<file path="src/rtl/sram_arb_pkg.sv">
// sram_arb_pkg
// Shared definitions for the two-requester SRAM arbiter:
//   state_t    - sequencer states (IDLE, ADDR, DATA, RESP)
//   REQ0/REQ1  - requester index encodings used for winner/last_grant
//   CNT_WIDTH  - width of the saturating DATA-state wait counter
package sram_arb_pkg;

    typedef enum logic [1:0] {
        IDLE = 2'd0,
        ADDR = 2'd1,
        DATA = 2'd2,
        RESP = 2'd3
    } state_t;

    localparam logic REQ0 = 1'b0;
    localparam logic REQ1 = 1'b1;

    localparam int CNT_WIDTH = 8;

endpackage

</file>
<file path="src/rtl/sram_arbiter_if.sv">
// sram_arbiter_if
// Bundles both requester ports and the downstream SRAM-controller port.
//   m0_* / m1_* : req, addr, write, wdata (towards arbiter)
//                 grant, done, err, rdata (from arbiter)
//   s_*         : hvalid, haddr, hwrite, hwdata (from arbiter)
//                 hready, hrdata (towards arbiter)
// Modports:
//   slave  - the arbiter's view (serves the requesters, drives the SRAM side)
//   master - the surrounding system's view (requesters plus SRAM controller)
interface sram_arbiter_if #(
    parameter int ADDR_WIDTH = 4,
    parameter int WORD_WIDTH = 8
);
    logic                  m0_req;
    logic [ADDR_WIDTH-1:0] m0_addr;
    logic                  m0_write;
    logic [WORD_WIDTH-1:0] m0_wdata;
    logic                  m0_grant;
    logic                  m0_done;
    logic                  m0_err;
    logic [WORD_WIDTH-1:0] m0_rdata;

    logic                  m1_req;
    logic [ADDR_WIDTH-1:0] m1_addr;
    logic                  m1_write;
    logic [WORD_WIDTH-1:0] m1_wdata;
    logic                  m1_grant;
    logic                  m1_done;
    logic                  m1_err;
    logic [WORD_WIDTH-1:0] m1_rdata;

    logic                  s_hvalid;
    logic [ADDR_WIDTH-1:0] s_haddr;
    logic                  s_hwrite;
    logic [WORD_WIDTH-1:0] s_hwdata;
    logic                  s_hready;
    logic [WORD_WIDTH-1:0] s_hrdata;

    modport slave (
        input  m0_req, m0_addr, m0_write, m0_wdata,
        output m0_grant, m0_done, m0_err, m0_rdata,
        input  m1_req, m1_addr, m1_write, m1_wdata,
        output m1_grant, m1_done, m1_err, m1_rdata,
        output s_hvalid, s_haddr, s_hwrite, s_hwdata,
        input  s_hready, s_hrdata
    );

    modport master (
        output m0_req, m0_addr, m0_write, m0_wdata,
        input  m0_grant, m0_done, m0_err, m0_rdata,
        output m1_req, m1_addr, m1_write, m1_wdata,
        input  m1_grant, m1_done, m1_err, m1_rdata,
        input  s_hvalid, s_haddr, s_hwrite, s_hwdata,
        output s_hready, s_hrdata
    );

endinterface

</file>
<file path="src/rtl/rr_arb2.sv">
// rr_arb2
// Combinational two-way round-robin pick.
//   req0, req1  : requests
//   last_grant  : index of the previously granted requester (owned by caller)
//   winner      : chosen requester index
//   valid       : at least one request present
module rr_arb2
    import sram_arb_pkg::*;
(
    input  logic req0,
    input  logic req1,
    input  logic last_grant,
    output logic winner,
    output logic valid
);

    // On contention the requester that did not win last time goes next.
    always_comb begin
        valid  = req0 | req1;
        winner = REQ0;
        if (req0 && req1) begin
            winner = ~last_grant;
        end else if (req1) begin
            winner = REQ1;
        end
    end

endmodule

</file>
<file path="src/rtl/sram_arbiter.sv">
// sram_arbiter
// Round-robin arbiter and single-beat sequencer in front of an AHB-style
// SRAM controller slave port.
//   hclk   : clock
//   hreset : asynchronous active-high reset
//   bus    : sram_arbiter_if.slave (two requester ports + SRAM port)
// Each grant issues one address-phase cycle, waits for s_hready (bounded by
// TIMEOUT_CYCLES DATA cycles) and answers the winner with a done pulse.
module sram_arbiter
    import sram_arb_pkg::*;
#(
    parameter int ADDR_WIDTH     = 4,
    parameter int WORD_WIDTH     = 8,
    parameter int TIMEOUT_CYCLES = 15
)(
    input  logic           hclk,
    input  logic           hreset,
    sram_arbiter_if.slave  bus
);

    localparam logic [CNT_WIDTH:0] TIMEOUT_LIMIT = (CNT_WIDTH+1)'(TIMEOUT_CYCLES);

    state_t                state;
    state_t                state_next;
    logic                  cur_idx;
    logic                  last_grant;
    logic                  err_q;
    logic                  hold_write;
    logic [ADDR_WIDTH-1:0] hold_addr;
    logic [WORD_WIDTH-1:0] hold_wdata;
    logic [WORD_WIDTH-1:0] m0_rdata_q;
    logic [WORD_WIDTH-1:0] m1_rdata_q;
    logic [CNT_WIDTH-1:0]  wait_cnt;
    logic                  arb_winner;
    logic                  arb_valid;
    logic                  timeout_hit;

    rr_arb2 u_rr_arb2 (
        .req0       (bus.m0_req),
        .req1       (bus.m1_req),
        .last_grant (last_grant),
        .winner     (arb_winner),
        .valid      (arb_valid)
    );

    // True in the DATA cycle whose miss would bring the count to the limit;
    // s_hready in that same cycle still wins because it is checked first.
    assign timeout_hit = (({1'b0, wait_cnt} + (CNT_WIDTH+1)'(1)) >= TIMEOUT_LIMIT);

    assign bus.s_haddr  = hold_addr;
    assign bus.s_hwrite = hold_write;
    assign bus.s_hwdata = hold_wdata;
    assign bus.m0_rdata = m0_rdata_q;
    assign bus.m1_rdata = m1_rdata_q;

    // State register.
    always_ff @(posedge hclk or posedge hreset) begin
        if (hreset) begin
            state <= IDLE;
        end else begin
            state <= state_next;
        end
    end

    // Next-state and per-state strobes.
    always_comb begin
        state_next   = state;
        bus.s_hvalid = 1'b0;
        bus.m0_grant = 1'b0;
        bus.m1_grant = 1'b0;
        bus.m0_done  = 1'b0;
        bus.m1_done  = 1'b0;
        bus.m0_err   = 1'b0;
        bus.m1_err   = 1'b0;
        case (state)
            IDLE: begin
                if (arb_valid) begin
                    state_next = ADDR;
                end
            end
            ADDR: begin
                state_next   = DATA;
                bus.s_hvalid = 1'b1;
                bus.m0_grant = (cur_idx == REQ0);
                bus.m1_grant = (cur_idx == REQ1);
            end
            DATA: begin
                if (bus.s_hready || timeout_hit) begin
                    state_next = RESP;
                end
            end
            RESP: begin
                state_next  = IDLE;
                bus.m0_done = (cur_idx == REQ0);
                bus.m1_done = (cur_idx == REQ1);
                bus.m0_err  = (cur_idx == REQ0) && err_q;
                bus.m1_err  = (cur_idx == REQ1) && err_q;
            end
            default: begin
                state_next = IDLE;
            end
        endcase
    end

    // Holding registers, wait counter, outcome flag and per-requester read
    // data. Requester inputs are only looked at in IDLE, so later changes on
    // req/addr/data cannot disturb a transfer in flight.
    always_ff @(posedge hclk or posedge hreset) begin
        if (hreset) begin
            cur_idx    <= REQ0;
            last_grant <= REQ1;
            err_q      <= 1'b0;
            hold_write <= 1'b0;
            hold_addr  <= '0;
            hold_wdata <= '0;
            m0_rdata_q <= '0;
            m1_rdata_q <= '0;
            wait_cnt   <= '0;
        end else begin
            case (state)
                IDLE: begin
                    if (arb_valid) begin
                        cur_idx    <= arb_winner;
                        last_grant <= arb_winner;
                        err_q      <= 1'b0;
                        wait_cnt   <= '0;
                        if (arb_winner == REQ0) begin
                            hold_addr  <= bus.m0_addr;
                            hold_write <= bus.m0_write;
                            hold_wdata <= bus.m0_wdata;
                        end else begin
                            hold_addr  <= bus.m1_addr;
                            hold_write <= bus.m1_write;
                            hold_wdata <= bus.m1_wdata;
                        end
                    end
                end
                DATA: begin
                    if (bus.s_hready) begin
                        err_q <= 1'b0;
                        if (!hold_write) begin
                            if (cur_idx == REQ0) begin
                                m0_rdata_q <= bus.s_hrdata;
                            end else begin
                                m1_rdata_q <= bus.s_hrdata;
                            end
                        end
                    end else begin
                        if (wait_cnt != {CNT_WIDTH{1'b1}}) begin
                            wait_cnt <= wait_cnt + CNT_WIDTH'(1);
                        end
                        if (timeout_hit) begin
                            err_q <= 1'b1;
                        end
                    end
                end
                default: begin
                end
            endcase
        end
    end

endmodule
</file>
<file path="src/flat_wrapper.sv">
// flat-port wrapper written by rule: the top's interface ports become plain ports
module sram_arbiter_flat import sram_arb_pkg::*;
#(
    parameter int ADDR_WIDTH     = 4,
    parameter int WORD_WIDTH     = 8,
    parameter int TIMEOUT_CYCLES = 15
)
  (hclk, hreset, bus_m0_req, bus_m0_addr, bus_m0_write, bus_m0_wdata, bus_m0_grant, bus_m0_done, bus_m0_err, bus_m0_rdata, bus_m1_req, bus_m1_addr, bus_m1_write, bus_m1_wdata, bus_m1_grant, bus_m1_done, bus_m1_err, bus_m1_rdata, bus_s_hvalid, bus_s_haddr, bus_s_hwrite, bus_s_hwdata, bus_s_hready, bus_s_hrdata);
  sram_arbiter_if #(.ADDR_WIDTH(ADDR_WIDTH), .WORD_WIDTH(WORD_WIDTH)) bus_i ();
  input  logic hclk;
  input  logic hreset;
  input wire logic [$bits(bus_i.m0_req)-1:0] bus_m0_req;
  input wire logic [$bits(bus_i.m0_addr)-1:0] bus_m0_addr;
  input wire logic [$bits(bus_i.m0_write)-1:0] bus_m0_write;
  input wire logic [$bits(bus_i.m0_wdata)-1:0] bus_m0_wdata;
  output wire logic [$bits(bus_i.m0_grant)-1:0] bus_m0_grant;
  output wire logic [$bits(bus_i.m0_done)-1:0] bus_m0_done;
  output wire logic [$bits(bus_i.m0_err)-1:0] bus_m0_err;
  output wire logic [$bits(bus_i.m0_rdata)-1:0] bus_m0_rdata;
  input wire logic [$bits(bus_i.m1_req)-1:0] bus_m1_req;
  input wire logic [$bits(bus_i.m1_addr)-1:0] bus_m1_addr;
  input wire logic [$bits(bus_i.m1_write)-1:0] bus_m1_write;
  input wire logic [$bits(bus_i.m1_wdata)-1:0] bus_m1_wdata;
  output wire logic [$bits(bus_i.m1_grant)-1:0] bus_m1_grant;
  output wire logic [$bits(bus_i.m1_done)-1:0] bus_m1_done;
  output wire logic [$bits(bus_i.m1_err)-1:0] bus_m1_err;
  output wire logic [$bits(bus_i.m1_rdata)-1:0] bus_m1_rdata;
  output wire logic [$bits(bus_i.s_hvalid)-1:0] bus_s_hvalid;
  output wire logic [$bits(bus_i.s_haddr)-1:0] bus_s_haddr;
  output wire logic [$bits(bus_i.s_hwrite)-1:0] bus_s_hwrite;
  output wire logic [$bits(bus_i.s_hwdata)-1:0] bus_s_hwdata;
  input wire logic [$bits(bus_i.s_hready)-1:0] bus_s_hready;
  input wire logic [$bits(bus_i.s_hrdata)-1:0] bus_s_hrdata;
  assign bus_i.m0_req = bus_m0_req;
  assign bus_i.m0_addr = bus_m0_addr;
  assign bus_i.m0_write = bus_m0_write;
  assign bus_i.m0_wdata = bus_m0_wdata;
  assign bus_m0_grant = bus_i.m0_grant;
  assign bus_m0_done = bus_i.m0_done;
  assign bus_m0_err = bus_i.m0_err;
  assign bus_m0_rdata = bus_i.m0_rdata;
  assign bus_i.m1_req = bus_m1_req;
  assign bus_i.m1_addr = bus_m1_addr;
  assign bus_i.m1_write = bus_m1_write;
  assign bus_i.m1_wdata = bus_m1_wdata;
  assign bus_m1_grant = bus_i.m1_grant;
  assign bus_m1_done = bus_i.m1_done;
  assign bus_m1_err = bus_i.m1_err;
  assign bus_m1_rdata = bus_i.m1_rdata;
  assign bus_s_hvalid = bus_i.s_hvalid;
  assign bus_s_haddr = bus_i.s_haddr;
  assign bus_s_hwrite = bus_i.s_hwrite;
  assign bus_s_hwdata = bus_i.s_hwdata;
  assign bus_i.s_hready = bus_s_hready;
  assign bus_i.s_hrdata = bus_s_hrdata;
  sram_arbiter #(.ADDR_WIDTH(ADDR_WIDTH), .WORD_WIDTH(WORD_WIDTH), .TIMEOUT_CYCLES(TIMEOUT_CYCLES)) u_core (.hclk(hclk), .hreset(hreset), .bus(bus_i));
endmodule
</file>
<file path="config.mk">
export PLATFORM = sky130hd
export DESIGN_NAME = sram_arbiter_flat
export DESIGN_NICKNAME = d
export VERILOG_FILES = /design/src/rtl/sram_arb_pkg.sv /design/src/rtl/sram_arbiter_if.sv /design/src/rtl/rr_arb2.sv /design/src/rtl/sram_arbiter.sv /design/src/flat_wrapper.sv
export SDC_FILE = /design/constraint.sdc
export NUM_CORES = 1
export LEC_CHECK = 0
export ABC_AREA = 1
export BUFFER_PORTS_ARGS = -buffer_cell sky130_fd_sc_hd__buf_2
export CORE_UTILIZATION = 35
export CTS_BUF_LIST = sky130_fd_sc_hd__clkbuf_4 sky130_fd_sc_hd__clkbuf_8 sky130_fd_sc_hd__clkbuf_16
export CTS_CLUSTER_SIZE = 20
export DETAILED_ROUTE_END_ITERATION = 10
export GPL_ROUTABILITY_DRIVEN = 0
export GPL_TIMING_DRIVEN = 0
export HOLD_SLACK_MARGIN = 0.05
export PLACE_DENSITY_LB_ADDON = 0.15
export SKIP_LAST_GASP = 1
export SLEW_MARGIN = 20
export SYNTH_ARGS = -nofsm -noshare
export SYNTH_HDL_FRONTEND = slang
export SYNTH_SLANG_ARGS = --single-unit
</file>
<file path="constraint.sdc">
create_clock -name hclk -period 2.24 [get_ports hclk]
set_clock_uncertainty 0.1 [all_clocks]
set_input_delay 0.224 -clock hclk [delete_from_list [all_inputs] [get_ports hclk]]
set_output_delay 0.224 -clock hclk [all_outputs]
set_load 0.01 [all_outputs]
</file>
==> impl_metrics.env <==
export IMPL_outcome="completed"
export IMPL_hold_start="bus_m1_wdata[5]"
export IMPL_cap_violations=0
export IMPL_vias=1898
export IMPL_finalSetupViolations=0
export IMPL_synthToLayoutAreaGrowth_pct=28.3
export IMPL_rows=27
export IMPL_stdcell_count=417
export IMPL_insertedDiodeCount=0
export IMPL_r2r_end="u_core.bus.m0_rdata[0]"
export IMPL_period_share=0.839
export IMPL_avgSynthCellArea_um2=7.92
export IMPL_irDropWorstVdd_v=0.000491
export IMPL_finalHoldViolCount=0
export IMPL_leakage_nw=1.44
export IMPL_htree_levels=2
export IMPL_hold_buffers=1
export IMPL_fillerInstances=592
export IMPL_dp_hpwl_mm=3.66
export IMPL_drt_iter0_drc=80
export IMPL_grt_max_degree=34
export IMPL_grt_pass1_vias=1835
export IMPL_critPathKind="register to register"
export IMPL_initial_core_util=0.369
export IMPL_r2r_start="u_core.state[0]"
export IMPL_final_antenna_net_count=0
export IMPL_syn_cell_area_um2=2070
export IMPL_synth_cell_types=22
export IMPL_p_per_area_nw_per_um2=1210
export IMPL_yosysWarningCount=0
export IMPL_synth_common_cells="nand2_1, dfrtp_1, nor2_1"
export IMPL_synth_seq_area_share=0.509
export IMPL_max_freq_mhz=532
export IMPL_synthCells=261
export IMPL_die_w_um=78.9
export IMPL_synth_edff_count=0
export IMPL_die_h_um=78.9
export IMPL_synthesis_nets=306
export IMPL_crit_required_ns=2.32
export IMPL_seq_area_um2=1050
export IMPL_ys_seq_elements=42
export IMPL_grt_antenna_before_repair=0
export IMPL_synth_flop_cell="dfrtp_1"
export IMPL_die_area_um2=6220
export IMPL_min_path_type="primary input to register"
export IMPL_holdWs_ns=0.0744
export IMPL_clock_sinks=42
export IMPL_synthTopCellsByArea="dfrtp_1, nand2_1, nor2_1"
export IMPL_port_buffers=74
export IMPL_path_buf_inv=4
export IMPL_synth_largest_area_cell="dfrtp_1"
export IMPL_wl_mm=4.83
export IMPL_arrival_ns=1.96
export IMPL_postCtsSetupBuffers=0
export IMPL_critPathSlowestCell="dfrtp_1"
export IMPL_remaining_drc_errors=0
export IMPL_grt_overflow=0
export IMPL_cp_top_family="buffers and inverters"
export IMPL_placedCellCount=408
export IMPL_min_period_ns=1.88
export IMPL_coreArea_um2=5610
export IMPL_tritoncts="done"
export IMPL_synth_most_common_cell="nand2_1"
export IMPL_ios=75
export IMPL_utilization=0.473
export IMPL_yosys_area_top_type_share=0.496
export IMPL_worstPathMaxFanout=10
export IMPL_hold_depth=3
export IMPL_async_flop_share=1.00
export IMPL_setup_tns_ns=0
export IMPL_finalNetCount=389
export IMPL_cts_max_path_buffers=2
export IMPL_grt_pass1_wl_mm=8.40
export IMPL_first_pass_iters=5
export IMPL_start_kind="register"
export IMPL_rsz0062_at_grt="no"
export IMPL_hold_end="u_core.bus.s_hwdata[5]"
export IMPL_wl_per_cell_um=11.6
export IMPL_cts_buffers=5
export IMPL_crit_chain="inv_1 -> ha_1 -> buf_2 -> nand2_1 -> inv_2 -> nand3_1 -> buf_2 -> nand2_1 -> o21ai_1"
export IMPL_cpPeakStageDelay_ns=0.42
export IMPL_grt_util_all_layers=0.170
export IMPL_power_mw=3.21
export IMPL_viasPerCell=4.55
export IMPL_multi_input_area_um2=868
export IMPL_relSlewSlack=0.701
export IMPL_clock_latency_ns=0.29
export IMPL_drive_above_1_share=0.301
export IMPL_finalMaxSlewViolations=0
export IMPL_cts_repair_resized=0
export IMPL_tightest_slew_ns=0.448
export IMPL_r2r_worst_path_cells=9
export IMPL_end_kind="register"
export IMPL_root_buffer="clkbuf_8"
export IMPL_clk_pin_slew_ns=0.08
export IMPL_worst_r2r_setup_slack_ns=0.36
-- registers in the layout, indices dropped and copies added (netlist names) --
signal,flops
u_core.bus.m0_rdata,8
u_core.bus.m1_rdata,8
u_core.bus.s_hwdata,8
u_core.wait_cnt,8
u_core.bus.s_haddr,4
u_core.state,2
u_core.bus.s_hwrite,1
u_core.cur_idx,1
u_core.err_q,1
u_core.last_grant,1
-- cell usage in the layout (no fill, tap or decap), types with 12 or more instances in the layout --
master	instances
o21ai_1	19
buf_2	78
inv_1	25
nor2_1	27
a31oi_1	12
nand3_1	15
dfrtp_1	41
nand2_1	80
-- report_power, final --
group / internal, mW / switching (mW)
combinational: 0.561 / 0.832
sequential: 1.09 / 0.208
clock: 0.248 / 0.267
total: 1.90 / 1.31
-- cells by family (layout without fill, tap and decap cells) --
kind of cell | Yosys count | in the layout | synth area share
and+or+nand+nor | 137 | 137 | 0.279
DFF | 42 | 42 | 0.509
AOI/OAI and AO/OA | 38 | 38 | 0.104
buffers and inverters | 38 | 122 | 0.0714
adders and majority gates | 6 | 6 | 0.0363
-- worst register-to-register path, stage by stage (launching register included) --
cell     delay, ns
dfrtp_1       0.42
inv_1         0.09
ha_1          0.13
buf_2         0.21
nand2_1       0.12
inv_2         0.07
nand3_1       0.23
buf_2         0.28
nand2_1       0.07
o21ai_1       0.05
-- area by class of cell --
cell class                      instances  area share
Sequential cell                        42       0.397
Multi-Input combinational cell        181       0.327
Timing Repair Buffer                   76       0.151
Inverter                               31      0.0438
Tap cell                               72      0.0339
Clock buffer                            6      0.0311
Buffer                                  7      0.0118
Clock inverter                          2     0.00471
-- stage by stage --
| step | setup WS (ns) | instance area, um^2 |
|---|---|---|
| floorplan | 0.658 | 2070 |
| global placement | 0.305 | 2530 |
| detailed placement | 0.345 | 2550 |
| CTS | 0.331 | 2650 |
| global route | 0.173 | 2650 |
| finish | 0.361 | 2650 |
-- metal layers --
layer	routed length, um	GRT usage	vias up
met5	0	0	-
li1	-	-	999
met4	26	0.0436	0
met1	2340	0.227	856
met2	2230	0.276	41
met3	230	0.0437	2
-- how the worst max path moves through the flow --
stage                                from                endpoint  slack, ns  cells past startpoint
after global placement             hreset   u_core.bus.s_haddr[0]       0.30                      2
after CTS                 u_core.state[1]  u_core.bus.s_hwdata[6]       0.33                      6
final                     u_core.state[0]  u_core.bus.m0_rdata[0]       0.36                      9
after detailed placement  u_core.state[1]  u_core.bus.s_hwdata[6]       0.34                      6
after global routing      u_core.state[1]  u_core.bus.s_hwdata[6]       0.17                      6
after floorplan           u_core.state[0]  u_core.bus.m1_rdata[0]       0.66                      9
(Power assumes the default switching activity.)
